$ cat src/rtl/text_console_writer_if.sv
// Byte-stream input plus text-RAM write port and cursor status of the console writer.
// master drives the byte stream; slave is the console writer itself.
interface text_console_writer_if;
    logic [7:0]  in_data;
    logic        in_valid;
    logic        in_ready;
    logic        wr_en;
    logic [12:0] wr_addr;
    logic [7:0]  wr_data;
    logic [6:0]  cursor_col;
    logic [5:0]  cursor_row;
    logic        busy;

    modport master (
        output in_data, in_valid,
        input  in_ready, wr_en, wr_addr, wr_data, cursor_col, cursor_row, busy
    );

    modport slave (
        input  in_data, in_valid,
        output in_ready, wr_en, wr_addr, wr_data, cursor_col, cursor_row, busy
    );
endinterface

$ cat src/rtl/text_console_writer.sv
// Turns an ASCII byte stream into text-RAM cell writes; writes and cursor appear one cycle after acceptance.
// in_ready is high only in IDLE, so row and screen clears hold off the sender until the sweep finishes.
module text_console_writer #(
    parameter int         COLS  = 80,
    parameter int         ROWS  = 60,
    parameter logic [7:0] BLANK = 8'h20
) (
    input logic                  clk,
    input logic                  rst,
    text_console_writer_if.slave bus
);
    localparam int TOTAL = COLS * ROWS;

    typedef enum logic [1:0] {
        CLEAR_ALL = 2'd0,
        IDLE      = 2'd1,
        CLEAR_ROW = 2'd2
    } state_t;

    state_t      state_q, state_d;
    logic [12:0] cnt_q, cnt_d;
    logic [6:0]  col_q, col_d;
    logic [5:0]  row_q, row_d;
    logic        wr_en_q, wr_en_d;
    logic [12:0] wr_addr_q, wr_addr_d;
    logic [7:0]  wr_data_q, wr_data_d;

    logic [12:0] row_base;
    logic [12:0] cell_addr;
    logic [5:0]  row_next;
    logic        accept;
    logic        printable;

    // Constant multiply; for COLS=80 this reduces to (row<<6)+(row<<4).
    assign row_base  = 13'(row_q) * 13'(COLS);
    assign cell_addr = row_base + 13'(col_q);
    assign row_next  = (row_q == 6'(ROWS - 1)) ? 6'd0 : row_q + 6'd1;
    assign accept    = bus.in_valid && (state_q == IDLE);
    assign printable = (bus.in_data >= 8'h20) && (bus.in_data <= 8'h7E);

    always_comb begin
        state_d   = state_q;
        cnt_d     = cnt_q;
        col_d     = col_q;
        row_d     = row_q;
        wr_en_d   = 1'b0;
        wr_addr_d = wr_addr_q;
        wr_data_d = wr_data_q;
        case (state_q)
            CLEAR_ALL: begin
                wr_en_d   = 1'b1;
                wr_addr_d = cnt_q;
                wr_data_d = BLANK;
                if (cnt_q == 13'(TOTAL - 1)) begin
                    cnt_d   = 13'd0;
                    state_d = IDLE;
                end else begin
                    cnt_d = cnt_q + 13'd1;
                end
            end
            CLEAR_ROW: begin
                // Cursor already points at the freshly entered row.
                wr_en_d   = 1'b1;
                wr_addr_d = row_base + cnt_q;
                wr_data_d = BLANK;
                if (cnt_q == 13'(COLS - 1)) begin
                    cnt_d   = 13'd0;
                    state_d = IDLE;
                end else begin
                    cnt_d = cnt_q + 13'd1;
                end
            end
            IDLE: begin
                if (accept) begin
                    if (printable) begin
                        wr_en_d   = 1'b1;
                        wr_addr_d = cell_addr;
                        wr_data_d = bus.in_data;
                        if (col_q == 7'(COLS - 1)) begin
                            col_d   = 7'd0;
                            row_d   = row_next;
                            cnt_d   = 13'd0;
                            state_d = CLEAR_ROW;
                        end else begin
                            col_d = col_q + 7'd1;
                        end
                    end else begin
                        case (bus.in_data)
                            8'h0A: begin
                                col_d   = 7'd0;
                                row_d   = row_next;
                                cnt_d   = 13'd0;
                                state_d = CLEAR_ROW;
                            end
                            8'h0D: col_d = 7'd0;
                            8'h08: begin
                                if (col_q != 7'd0) begin
                                    col_d     = col_q - 7'd1;
                                    wr_en_d   = 1'b1;
                                    wr_addr_d = cell_addr - 13'd1;
                                    wr_data_d = BLANK;
                                end
                            end
                            8'h0C: begin
                                col_d   = 7'd0;
                                row_d   = 6'd0;
                                cnt_d   = 13'd0;
                                state_d = CLEAR_ALL;
                            end
                            default: ;
                        endcase
                    end
                end
            end
            default: begin
                cnt_d   = 13'd0;
                state_d = CLEAR_ALL;
            end
        endcase
    end

    always_ff @(posedge clk) begin
        if (rst) begin
            state_q   <= CLEAR_ALL;
            cnt_q     <= 13'd0;
            col_q     <= 7'd0;
            row_q     <= 6'd0;
            wr_en_q   <= 1'b0;
            wr_addr_q <= 13'd0;
            wr_data_q <= BLANK;
        end else begin
            state_q   <= state_d;
            cnt_q     <= cnt_d;
            col_q     <= col_d;
            row_q     <= row_d;
            wr_en_q   <= wr_en_d;
            wr_addr_q <= wr_addr_d;
            wr_data_q <= wr_data_d;
        end
    end

    // Gated with rst so the handshake is closed during the cycle reset is first applied.
    assign bus.in_ready   = (state_q == IDLE) && !rst;
    assign bus.busy       = (state_q != IDLE) || rst;
    assign bus.wr_en      = wr_en_q;
    assign bus.wr_addr    = wr_addr_q;
    assign bus.wr_data    = wr_data_q;
    assign bus.cursor_col = col_q;
    assign bus.cursor_row = row_q;
endmodule

$ cat src/flat_wrapper.sv
// flat-port wrapper written by rule: the top's interface ports become plain ports
module text_console_writer_flat 
#(
    parameter int         COLS  = 80,
    parameter int         ROWS  = 60,
    parameter logic [7:0] BLANK = 8'h20
)
  (clk, rst, bus_in_data, bus_in_valid, bus_in_ready, bus_wr_en, bus_wr_addr, bus_wr_data, bus_cursor_col, bus_cursor_row, bus_busy);
  text_console_writer_if bus_i ();
  input logic clk;
  input logic rst;
  input wire logic [$bits(bus_i.in_data)-1:0] bus_in_data;
  input wire logic [$bits(bus_i.in_valid)-1:0] bus_in_valid;
  output wire logic [$bits(bus_i.in_ready)-1:0] bus_in_ready;
  output wire logic [$bits(bus_i.wr_en)-1:0] bus_wr_en;
  output wire logic [$bits(bus_i.wr_addr)-1:0] bus_wr_addr;
  output wire logic [$bits(bus_i.wr_data)-1:0] bus_wr_data;
  output wire logic [$bits(bus_i.cursor_col)-1:0] bus_cursor_col;
  output wire logic [$bits(bus_i.cursor_row)-1:0] bus_cursor_row;
  output wire logic [$bits(bus_i.busy)-1:0] bus_busy;
  assign bus_i.in_data = bus_in_data;
  assign bus_i.in_valid = bus_in_valid;
  assign bus_in_ready = bus_i.in_ready;
  assign bus_wr_en = bus_i.wr_en;
  assign bus_wr_addr = bus_i.wr_addr;
  assign bus_wr_data = bus_i.wr_data;
  assign bus_cursor_col = bus_i.cursor_col;
  assign bus_cursor_row = bus_i.cursor_row;
  assign bus_busy = bus_i.busy;
  text_console_writer #(.COLS(COLS), .ROWS(ROWS), .BLANK(BLANK)) u_core (.clk(clk), .rst(rst), .bus(bus_i));
endmodule
$ cat config.mk
export PLATFORM = sky130hd
export DESIGN_NAME = text_console_writer_flat
export DESIGN_NICKNAME = d
export VERILOG_FILES = /design/src/rtl/text_console_writer_if.sv /design/src/rtl/text_console_writer.sv /design/src/flat_wrapper.sv
export SDC_FILE = /design/constraint.sdc
export NUM_CORES = 1
export LEC_CHECK = 0
export ABC_AREA = 1
export CORE_UTILIZATION = 57
export DETAILED_ROUTE_END_ITERATION = 8
export GPL_TIMING_DRIVEN = 0
export PLACE_DENSITY = 0.84
export REMOVE_ABC_BUFFERS = 1
export SLEW_MARGIN = 30
export SYNTH_ARGS = -nofsm -noshare
export SYNTH_HDL_FRONTEND = slang
export SYNTH_SLANG_ARGS = --single-unit
$ cat constraint.sdc
create_clock -name clk -period 4.14 [get_ports clk]
set_clock_uncertainty 0.2 [all_clocks]
set_input_delay 0.414 -clock clk [delete_from_list [all_inputs] [get_ports clk]]
set_output_delay 0.414 -clock clk [all_outputs]
set_load 0.01 [all_outputs]
==> out/results.txt, run 1 <==
Status: finished clean
Synth Area in XOR/XNOR: 3.06%
Fraction of the mapped netlist area in compound gates: 17.0%
Post-CTS sizing: 0
Cell Rows: 30
Largest family of logic cells by synthesized area: simple AND/OR/NAND/NOR gates
Pin count of the biggest net entering global routing: 35
Most numerous cell on the critical path: nand2_1
CTS Hold Bufs: 0
Netlist Area Pre-Place: 4010 um^2
Maximum clock insertion buffer count: 2
Antenna violations before repair: 0
Worst Tran Pin Value: 0.865 ns
Routed len/inst: 14.3 um
Synth unique cells: 41
Worst vdd ir: 0.221 mV
Peak per-stage delay on the critical path: 0.65 ns
Setup Fix Bufs, Post-CTS: 0
Final setup fails: 0
Core area: 6790 um^2
Detailed Route Iter0 Violations: 257
Initial cell density of the core: 59.0%
Critical Path End Type: flip-flop
Ys Warns: 0
CTS HTree Levels: 2
Power, Total: 1460 uW
Die area: 7370 um^2
Hold Violations, Final: 0
DP HPWL: 8.00 mm
Post-Synth Adder-Cell Area: 10.2%
CTS buffer count: 5
Via/cell ratio: 5.70
Final core occ: 67.7%
Mux contribution to synthesized area: 0%
DR pass1 iterations: 5
Max Slew Vio Count: 0
Period utilization: 82.3%
Delay-heaviest family, CP: simple AND/OR/NAND/NOR gates
Leak: 0.00201 uW
Seq/Total Area, Yosys: 25.0%
Layout area overhead: 14.6%
GRT Total Usage: 29.8%
First-pass GRT wire length: 17.7 mm
Tmin final: 3.41 ns
Die Y: 85.9 um
RSZ-0062 raised after global routing: false
Drt total wl: 10.9 mm
Synth Area in Simple Gates: 35.4%
Most frequent cells in the layout: 148 x nand2_1, 67 x inv_1, 62 x nor2_1, 60 x a21oi_1, 59 x nand3_1
Via count: 4330
Slew margin rel.: 42.2%
Max-cap violations: 0
Commonest non-fill, non-tap cell in the layout: nand2_1
CTS tree: yes
Clock sink count: 50
Crit start category: input pin
Layout cells sized above 1: 5.28%
Post-route setup TNS: 0 ns
Post-layout nets: 704
IO Pins: 48
Root Buffer Master: clkbuf_8
#FFs+latches synth: 50
GPL Wtd Cong: 0.966
PortBufs: 47
CP max-delay cell: nand2_1
WP buf/inv: 2
Die X: 85.9 um
Skew-Pair Late Insertion Delay: 0.32 ns
Max FO, Critical Path: 22
Critical path arrival: 3.39 ns
Syn Inst Count: 627
Diode count: 0
Residual DRC: 0
Antenna Nets Post-Route: 0
FMAX: 294 MHz
Total congestion overflow: 0
Critical path class: input pin to flip-flop
Reg clk slew, reported paths: 0.10 ns
Worst path required time: 4.12 ns
Number of global-route vias before repair: 3896
Avg Inst Size Synth: 6.40 um^2
Hold crit path type: flip-flop to flip-flop
Power per Cell Area: 318 nW/um^2
CP cell instances: clkdlybuf4s50_1, nand2_1, nor2_1, nand2_1, nand2_4, o21ai_1, nand2_1, nand2_1, nand2_1, inv_1, o21ai_0, a21oi_1
-- synth_stat cells --
| cell type | number | area share (%) |
|---|---|---|
| a21oi_1 | 60 | 7.5 |
| nor4_4 | 1 | 0.53 |
| dfxtp_1 | 50 | 25 |
| or2_2 | 1 | 0.16 |
| o21bai_1 | 2 | 0.37 |
| nand3b_1 | 3 | 0.56 |
| o211ai_1 | 4 | 0.75 |
| nand2_4 | 1 | 0.28 |
| a21oi_2 | 3 | 0.66 |
| nand2_2 | 3 | 0.47 |
| nor2_2 | 4 | 0.62 |
| buf_6 | 1 | 0.28 |
| nand4_1 | 12 | 1.9 |
| ha_1 | 28 | 8.7 |
| buf_2 | 8 | 1.0 |
| nor4_1 | 1 | 0.16 |
| and3_1 | 1 | 0.16 |
| o21ai_1 | 5 | 0.62 |
| inv_2 | 6 | 0.56 |
| o221ai_1 | 2 | 0.44 |
| nor3b_1 | 2 | 0.37 |
| inv_1 | 67 | 6.3 |
| buf_4 | 2 | 0.37 |
| clkbuf_1 | 7 | 0.66 |
| nand3_2 | 4 | 1.0 |
| o32ai_1 | 2 | 0.44 |
| xor2_1 | 11 | 2.4 |
| nor3_2 | 1 | 0.25 |
| buf_1 | 1 | 0.094 |
| nand3_1 | 59 | 7.4 |
| xnor2_1 | 3 | 0.66 |
| a211oi_1 | 4 | 0.75 |
| nand4_2 | 1 | 0.31 |
| o22ai_1 | 8 | 1.2 |
| nand2_1 | 148 | 14 |
| o21ai_4 | 1 | 0.41 |
| clkinv_1 | 1 | 0.094 |
| nor3_1 | 13 | 1.6 |
| nor2_1 | 62 | 5.8 |
| fa_1 | 3 | 1.5 |
| o21ai_0 | 31 | 3.9 |
-- area by class of cell --
cell class                 count  area, um^2
inverter                      74         278
sequential                    50        1000
clock buffer                   5        68.8
tap                           96         120
timing repair buffer          47         465
fill                         621        2200
multi-input combinational    484        2640
clock inverter                 3        28.8
-- worst min-delay path: cells and delay by family, from the launching register on --
| family | cells | cell delay, ns |
|---|---|---|
| compound gates | 1 | 0.05 |
| flops | 1 | 0.32 |
| simple gates | 1 | 0.06 |
-- metal layers --
| layer | wire length (um) | vias up | track usage (%) | share of wire [%] |
|---|---|---|---|---|
| met5 | 0 | - | 0 | 0 |
| li1 | - | 2160 | - | - |
| met3 | 631 | 34 | 5.10 | 5.8 |
| met1 | 4770 | 1988 | 36.7 | 44 |
| met2 | 5090 | 148 | 51.2 | 47 |
| met4 | 389 | 0 | 13.0 | 3.6 |
-- path summary, 6_finish.rpt --
path                                         start                             endpoint  slack (ns)  depth (start not counted)
max reg2reg  u_core.bus.cursor_row[1]$_SDFFE_PP0P_  u_core.bus.wr_addr[12]$_SDFFE_PP0P_        0.74                         16
min             u_core.bus.wr_addr[7]$_SDFFE_PP0P_   u_core.bus.wr_addr[7]$_SDFFE_PP0P_        0.27                          2
max                                 bus_in_data[1]   u_core.bus.wr_addr[5]$_SDFFE_PP0P_        0.73                         12
min reg2reg     u_core.bus.wr_addr[7]$_SDFFE_PP0P_   u_core.bus.wr_addr[7]$_SDFFE_PP0P_        0.27                          2
-- cell families (layout without fill, tap and decap cells) --
logic type      count (synthesis)  in the layout
compound gates                122            122
xor+xnor                       14             14
fa+ha+maj                      31             31
buf+inv                        93            129
flops                          50             50
simple gates                  317            317
-- power by group --
| part | switching (uW) | internal [uW] |
|---|---|---|
| registers | 38.9 | 533 |
| logic | 357 | 212 |
| clock network | 195 | 126 |
| total | 590 | 871 |
-- metrics by stage --
| stage | hold WS, ns | setup slack, ns | area [um^2] | std cells |
|---|---|---|---|---|
| floorplan | 0.258 | 1.09 | 3910 | 608 |
| global placement | 0.247 | 0.527 | 4500 | 751 |
| detailed placement | 0.256 | 0.479 | 4500 | 751 |
| CTS | 0.272 | 0.786 | 4600 | 759 |
| global route | 0.283 | 0.450 | 4600 | 759 |
| finish | 0.269 | 0.733 | 4600 | 759 |
-- flip-flops by register name, indices dropped and copies added (netlist names) --
signal                 count
u_core.bus.cursor_col      7
u_core.bus.cursor_row      6
u_core.bus.wr_addr        13
u_core.bus.wr_data         8
u_core.bus.wr_en           1
u_core.cnt_q              13
u_core.state_q             2
Power figures use the tool's default switching activity.
==> inputs of run 2 (changes only) <==
==> constraint.sdc (replaced) <==
create_clock -name clk -period 3.5 [get_ports clk]
set_clock_uncertainty 0.2 [all_clocks]
set_input_delay 0.35 -clock clk [delete_from_list [all_inputs] [get_ports clk]]
set_output_delay 0.35 -clock clk [all_outputs]
set_load 0.01 [all_outputs]
==> out/results.txt, run 2 (synthesis results as in run 1) <==
Status: finished clean (unchanged)
Hold crit path type: flip-flop to flip-flop (unchanged)
Detailed Route Iter0 Violations: 257 (unchanged)
Initial cell density of the core: 59.0% (unchanged)
Peak per-stage delay on the critical path: 0.42 ns (was 0.65 ns)
Hold Violations, Final: 0 (unchanged)
WP buf/inv: 2 (unchanged)
Drt total wl: 10.9 mm (about the same)
CP cell instances: ha_1, ha_1, fa_1, nand2_1, inv_1, nor2_2, ha_1, a21oi_1, o211ai_1, nand2_1, nand2_1, o21ai_0, inv_1, nand2_1, nand2_1, a21oi_1 (was clkdlybuf4s50_1, nand2_1, nor2_1, nand2_1, nand2_4, o21ai_1, nand2_1, nand2_1, nand2_1, inv_1, o21ai_0, a21oi_1)
DR pass1 iterations: 5 (unchanged)
CP max-delay cell: fa_1 (was nand2_1)
Max-cap violations: 0 (unchanged)
Finished Layout Cells: 759 (unchanged)
Tmin final: 3.21 ns
First-pass GRT wire length: 17.7 mm (unchanged)
Die Y: 85.9 um (unchanged)
Post-route setup TNS: 0 ns (unchanged)
Crit start category: flip-flop (was input pin)
Diode count: 0 (unchanged)
GPL Wtd Cong: 0.966 (unchanged)
Maximum clock insertion buffer count: 2 (unchanged)
Core area: 6790 um^2 (unchanged)
Max Slew Vio Count: 0 (unchanged)
Reg clk slew, reported paths: 0.10 ns (about the same)
Via count: 4330 (unchanged)
Number of global-route vias before repair: 3896 (unchanged)
Critical path class: flip-flop to flip-flop (was input pin to flip-flop)
Placed cells: 751 (unchanged)
Critical Path End Type: flip-flop (unchanged)
Commonest non-fill, non-tap cell in the layout: nand2_1 (unchanged)
Pin count of the biggest net entering global routing: 35 (unchanged)
Most numerous cell on the critical path: nand2_1 (unchanged)
Critical path arrival: 3.25 ns (was 3.39 ns)
Area of the multi-input gates: 2640 um^2 (about the same)
Root Buffer Master: clkbuf_8 (unchanged)
Skew-Pair Late Insertion Delay: 0.32 ns (about the same)
Worst Tran Pin Value: 0.729 ns (was 0.865 ns)
GRT Total Usage: 29.8% (unchanged)
Most frequent cells in the layout: 147 x nand2_1, 67 x inv_1, 62 x nor2_1, 60 x a21oi_1, 59 x nand3_1 (was 148 x nand2_1, 67 x inv_1, 62 x nor2_1, 60 x a21oi_1, 59 x nand3_1)
CTS buffer count: 5 (unchanged)
CTS tree: yes (unchanged)
Die X: 85.9 um (unchanged)
Power, Total: 1730 uW (was 1460 uW)
DP Area: 4500 um^2 (unchanged)
Antenna violations before repair: 0 (unchanged)
Leak: 0.00201 uW (about the same)
Period utilization: 91.6%
Die area: 7370 um^2 (unchanged)
Cell Rows: 30 (unchanged)
Hold WS: 0.269 ns (about the same)
PortBufs: 47 (unchanged)
Worst vdd ir: 0.262 mV (was 0.221 mV)
IO Pins: 48 (unchanged)
CTS HTree Levels: 2 (unchanged)
Final setup fails: 0 (unchanged)
Delay-heaviest family, CP: adder cells (was simple AND/OR/NAND/NOR gates)
Clock sink count: 50 (unchanged)
FMAX: 312 MHz
Via/cell ratio: 5.70 (unchanged)
Slew margin rel.: 51.4% (was 42.2%)
Finished Cell Area: 4610 um^2 (was 4600 um^2)
Layout area overhead: 14.9% (was 14.6%)
Power per Cell Area: 375 nW/um^2 (was 318 nW/um^2)
Routed len/inst: 14.3 um (about the same)
Register area: 1010 um^2 (was 1000 um^2)
Worst path required time: 3.55 ns (was 4.12 ns)
Total congestion overflow: 0 (unchanged)
Antenna Nets Post-Route: 0 (unchanged)
Post-layout nets: 704 (unchanged)
DP HPWL: 8.00 mm (unchanged)
Layout cells sized above 1: 5.88% (was 5.28%)
Residual DRC: 0 (unchanged)
Max FO, Critical Path: 9 (was 22)
Fillers: 621 (unchanged)
RSZ-0062 raised after global routing: false (unchanged)
run 2: what timing repair did:
item / CTS / global route
resized for setup: 0 / 5
hold buffers: 0 / 0
setup endpoints to repair: 0 / 4
buffers inserted: 0 / 0
run 2: power by group:
part | leakage (uW) | switching, uW | internal (uW) | total [uW]
combinational | 0.00155 | 422 | 251 | 673
clock | 0.0000502 | 231 | 149 | 380
sequential | 0.000407 | 45.9 | 630 | 676
total | 0.00201 | 699 | 1030 | 1730
run 2: cell type report:
type | count | area share (%)
clock buffers | 5 | 1.49
clock inverters | 3 | 0.625
inverters | 74 | 6.03
multi-input cells | 484 | 57.3
flip-flops and latches | 50 | 21.9
well taps | 96 | 2.61
repair buffers | 47 | 10.1
run 2: worst register-to-register path, cell delays in order (launching register included):
cell,delay (ns)
dfxtp_4,0.40
ha_1,0.31
ha_1,0.23
fa_1,0.42
nand2_1,0.09
inv_1,0.04
nor2_2,0.21
ha_1,0.35
a21oi_1,0.21
o211ai_1,0.14
nand2_1,0.08
nand2_1,0.05
o21ai_0,0.15
inv_1,0.05
nand2_1,0.06
nand2_1,0.04
a21oi_1,0.11
run 2: path summary, 6_finish.rpt:
kind / endpoint / startpoint / cells after the start / slack (ns)
hold / removal: u_core.bus.wr_addr[7]$_SDFFE_PP0P_ / u_core.bus.wr_addr[7]$_SDFFE_PP0P_ / 2 / 0.27
setup / recovery: u_core.bus.wr_addr[12]$_SDFFE_PP0P_ / u_core.bus.cursor_row[1]$_SDFFE_PP0P_ / 16 / 0.29
setup reg to reg: u_core.bus.wr_addr[12]$_SDFFE_PP0P_ / u_core.bus.cursor_row[1]$_SDFFE_PP0P_ / 16 / 0.29
hold reg to reg: u_core.bus.wr_addr[7]$_SDFFE_PP0P_ / u_core.bus.wr_addr[7]$_SDFFE_PP0P_ / 2 / 0.27
run 2: per-layer routing:
layer	share of wire [%]	global-route usage, %	vias up	routed length, um
li1	-	-	2162	-
met1	44	36.7	1979	4790
met2	47	51.2	152	5060
met3	5.7	5.10	37	617
met4	3.8	13.0	0	410
met5	0	0	-	0
run 2: through the flow:
stage               util, %  setup slack [ns]
detailed placement     66.2           -0.0967
global route           67.8            0.0156
global placement       66.3           -0.0486
CTS                    67.7             0.146
finish                 67.8             0.295
floorplan                 -             0.445
==> inputs of run 3 (changes only) <==
--- a/config.mk
+++ b/config.mk
@@ -11,6 +11,7 @@
 export GPL_TIMING_DRIVEN = 0
 export PLACE_DENSITY = 0.84
 export REMOVE_ABC_BUFFERS = 1
+export SETUP_SLACK_MARGIN = 0.4
 export SLEW_MARGIN = 30
 export SYNTH_ARGS = -nofsm -noshare
 export SYNTH_HDL_FRONTEND = slang
==> out/results.txt, run 3 (synthesis results as in run 1) <==
FMAX: 339 MHz (was 312 MHz)
First-pass GRT wire length: 17.7 mm (unchanged)
Final core occ: 69.9% (was 67.8%)
Fillers: 600 (was 621)
Slew margin rel.: 51.2% (was 51.4%)
Hold crit path type: flip-flop to flip-flop (unchanged)
Antenna violations before repair: 0 (unchanged)
RSZ-0062 raised after global routing: true (was false)
DR pass1 iterations: 5 (unchanged)
Initial cell density of the core: 59.0% (unchanged)
Critical path arrival: 2.93 ns (was 3.25 ns)
Most frequent cells in the layout: 143 x nand2_1, 67 x inv_1, 61 x nor2_1, 59 x a21oi_1, 57 x nand3_1 (was 147 x nand2_1, 67 x inv_1, 62 x nor2_1, 60 x a21oi_1, 59 x nand3_1)
Root Buffer Master: clkbuf_8 (unchanged)
Post-layout nets: 709 (was 704)
Residual DRC: 0 (unchanged)
WHS Path Cells: 2 (unchanged)
CP cell instances: clkdlybuf4s50_1, nand2_1, nor2_1, nand2_1, nand2_4, o21ai_1, nand2_1, nand2_1, nand2_2, inv_1, o21ai_0, a21oi_1 (was ha_1, ha_1, fa_1, nand2_1, inv_1, nor2_2, ha_1, a21oi_1, o211ai_1, nand2_1, nand2_1, o21ai_0, inv_1, nand2_1, nand2_1, a21oi_1)
Via count: 4380 (was 4330)
Routed len/inst: 14.6 um (was 14.3 um)
Layout cells sized above 1: 9.58% (was 5.88%)
Critical path class: input pin to flip-flop (was flip-flop to flip-flop)
CP max-delay cell: clkdlybuf4s50_1 (was fa_1)
Leak: 0.00202 uW (was 0.00201 uW)
PortBufs: 47 (unchanged)
Die Y: 85.9 um (unchanged)
Max-cap violations: 0 (unchanged)
CTS HTree Levels: 2 (unchanged)
Reg clk slew, reported paths: 0.11 ns (was 0.10 ns)
Critical Path End Type: flip-flop (unchanged)
CTS Hold Bufs: 0 (unchanged)
Hold Violations, Final: 0 (unchanged)
Worst Tran Pin Value: 0.733 ns (was 0.729 ns)
GRT Total Usage: 29.8% (unchanged)
Peak per-stage delay on the critical path: 0.54 ns (was 0.42 ns)
Die X: 85.9 um (unchanged)
Antenna Nets Post-Route: 0 (unchanged)
Power per Cell Area: 366 nW/um^2 (was 375 nW/um^2)
CTS buffer count: 5 (unchanged)
Final setup fails: 0 (unchanged)
Diode count: 0 (unchanged)
Number of global-route vias before repair: 3896 (unchanged)
IO Pins: 48 (unchanged)
Most numerous cell on the critical path: nand2_1 (unchanged)
Maximum clock insertion buffer count: 2 (unchanged)
Setup ws final: 0.547 ns (was 0.295 ns)
CTS tree: yes (unchanged)
Crit start category: input pin (was flip-flop)
Clock sink count: 50 (unchanged)
Total congestion overflow: 0 (unchanged)
Worst vdd ir: 0.262 mV (about the same)
Period utilization: 84.4% (was 91.6%)
Cell depth of the worst flop-to-flop path: 13 (was 16)
Cell Rows: 30 (unchanged)
GPL Wtd Cong: 0.966 (unchanged)
Die area: 7370 um^2 (unchanged)
Status: finished clean (unchanged)
Max Slew Vio Count: 0 (unchanged)
Pin count of the biggest net entering global routing: 35 (unchanged)
Drt total wl: 11.2 mm (was 10.9 mm)
Skew-Pair Late Insertion Delay: 0.32 ns (about the same)
Worst path required time: 3.48 ns (was 3.55 ns)
Max FO, Critical Path: 22 (was 9)
Place WS: -0.0967 ns (unchanged)
DP HPWL: 8.00 mm (unchanged)
Commonest non-fill, non-tap cell in the layout: nand2_1 (unchanged)
Core area: 6790 um^2 (unchanged)
Layout area overhead: 18.5% (was 14.9%)
Via/cell ratio: 5.73 (was 5.70)
Detailed Route Iter0 Violations: 286 (was 257)
Tmin final: 2.95 ns (was 3.21 ns)
[run 3: through the flow]
stage	hold WS (ns)	instance area (um^2)	std cells	total power [uW]	setup TNS [ns]
6_report	0.269	4750	764	1740	0
5_1_grt	0.283	4750	764	1830	0
4_1_cts	0.272	4610	759	1720	0
3_5_place_dp	0.256	4500	751	1350	-0.422
3_3_place_gp	0.247	4500	751	1330	-0.0486
2_1_floorplan	0.212	3910	608	1100	0
[run 3: where the power goes]
group / total, uW / internal [uW] / switching, uW
sequential: 675 / 627 / 48.1
combinational: 689 / 258 / 430
clock: 376 / 149 / 227
total: 1740 / 1030 / 705
[run 3: layout make-up]
cell class	instances	area [um^2]	area share, %
multi-input cells	484	2730	57.5
flip-flops and latches	50	1020	21.5
repair buffers	52	503	10.6
inverters	74	278	5.85
well taps	96	120	2.53
clock buffers	5	68.8	1.45
clock inverters	3	28.8	0.606
[run 3: layer usage]
| layer | global-route usage [%] | wire [um] | up-vias |
|---|---|---|---|
| li1 | - | - | 2174 |
| met4 | 13.0 | 370 | 0 |
| met5 | 0 | 0 | - |
| met1 | 36.7 | 4870 | 2013 |
| met2 | 51.2 | 5350 | 161 |
| met3 | 5.10 | 585 | 32 |
[run 3: timing repair]
item                                    4_1_cts  5_1_grt
pin swaps                                     0       10
endpoints found under the setup margin       19        4
gates resized for setup                       5       28
setup buffers                                 0        5
[run 3: worst paths after layout]
path                                                            start                                  end  slack, ns
worst max-delay path                                   bus_in_data[2]   u_core.bus.wr_addr[5]$_SDFFE_PP0P_       0.55
worst min-delay path               u_core.bus.wr_data[7]$_SDFFE_PP0P_   u_core.bus.wr_data[7]$_SDFFE_PP0P_       0.27
worst max register to register  u_core.bus.cursor_row[1]$_SDFFE_PP0P_  u_core.bus.wr_addr[11]$_SDFFE_PP0P_       0.55
worst min register to register     u_core.bus.wr_data[7]$_SDFFE_PP0P_   u_core.bus.wr_data[7]$_SDFFE_PP0P_       0.27
[run 3: critical path: cells and delay by family]
kind / cells / cell delay (ns)
buffers and inverters: 2 / 0.98
and+or+nand+nor: 7 / 1.11
AOI/OAI and AO/OA: 3 / 0.49
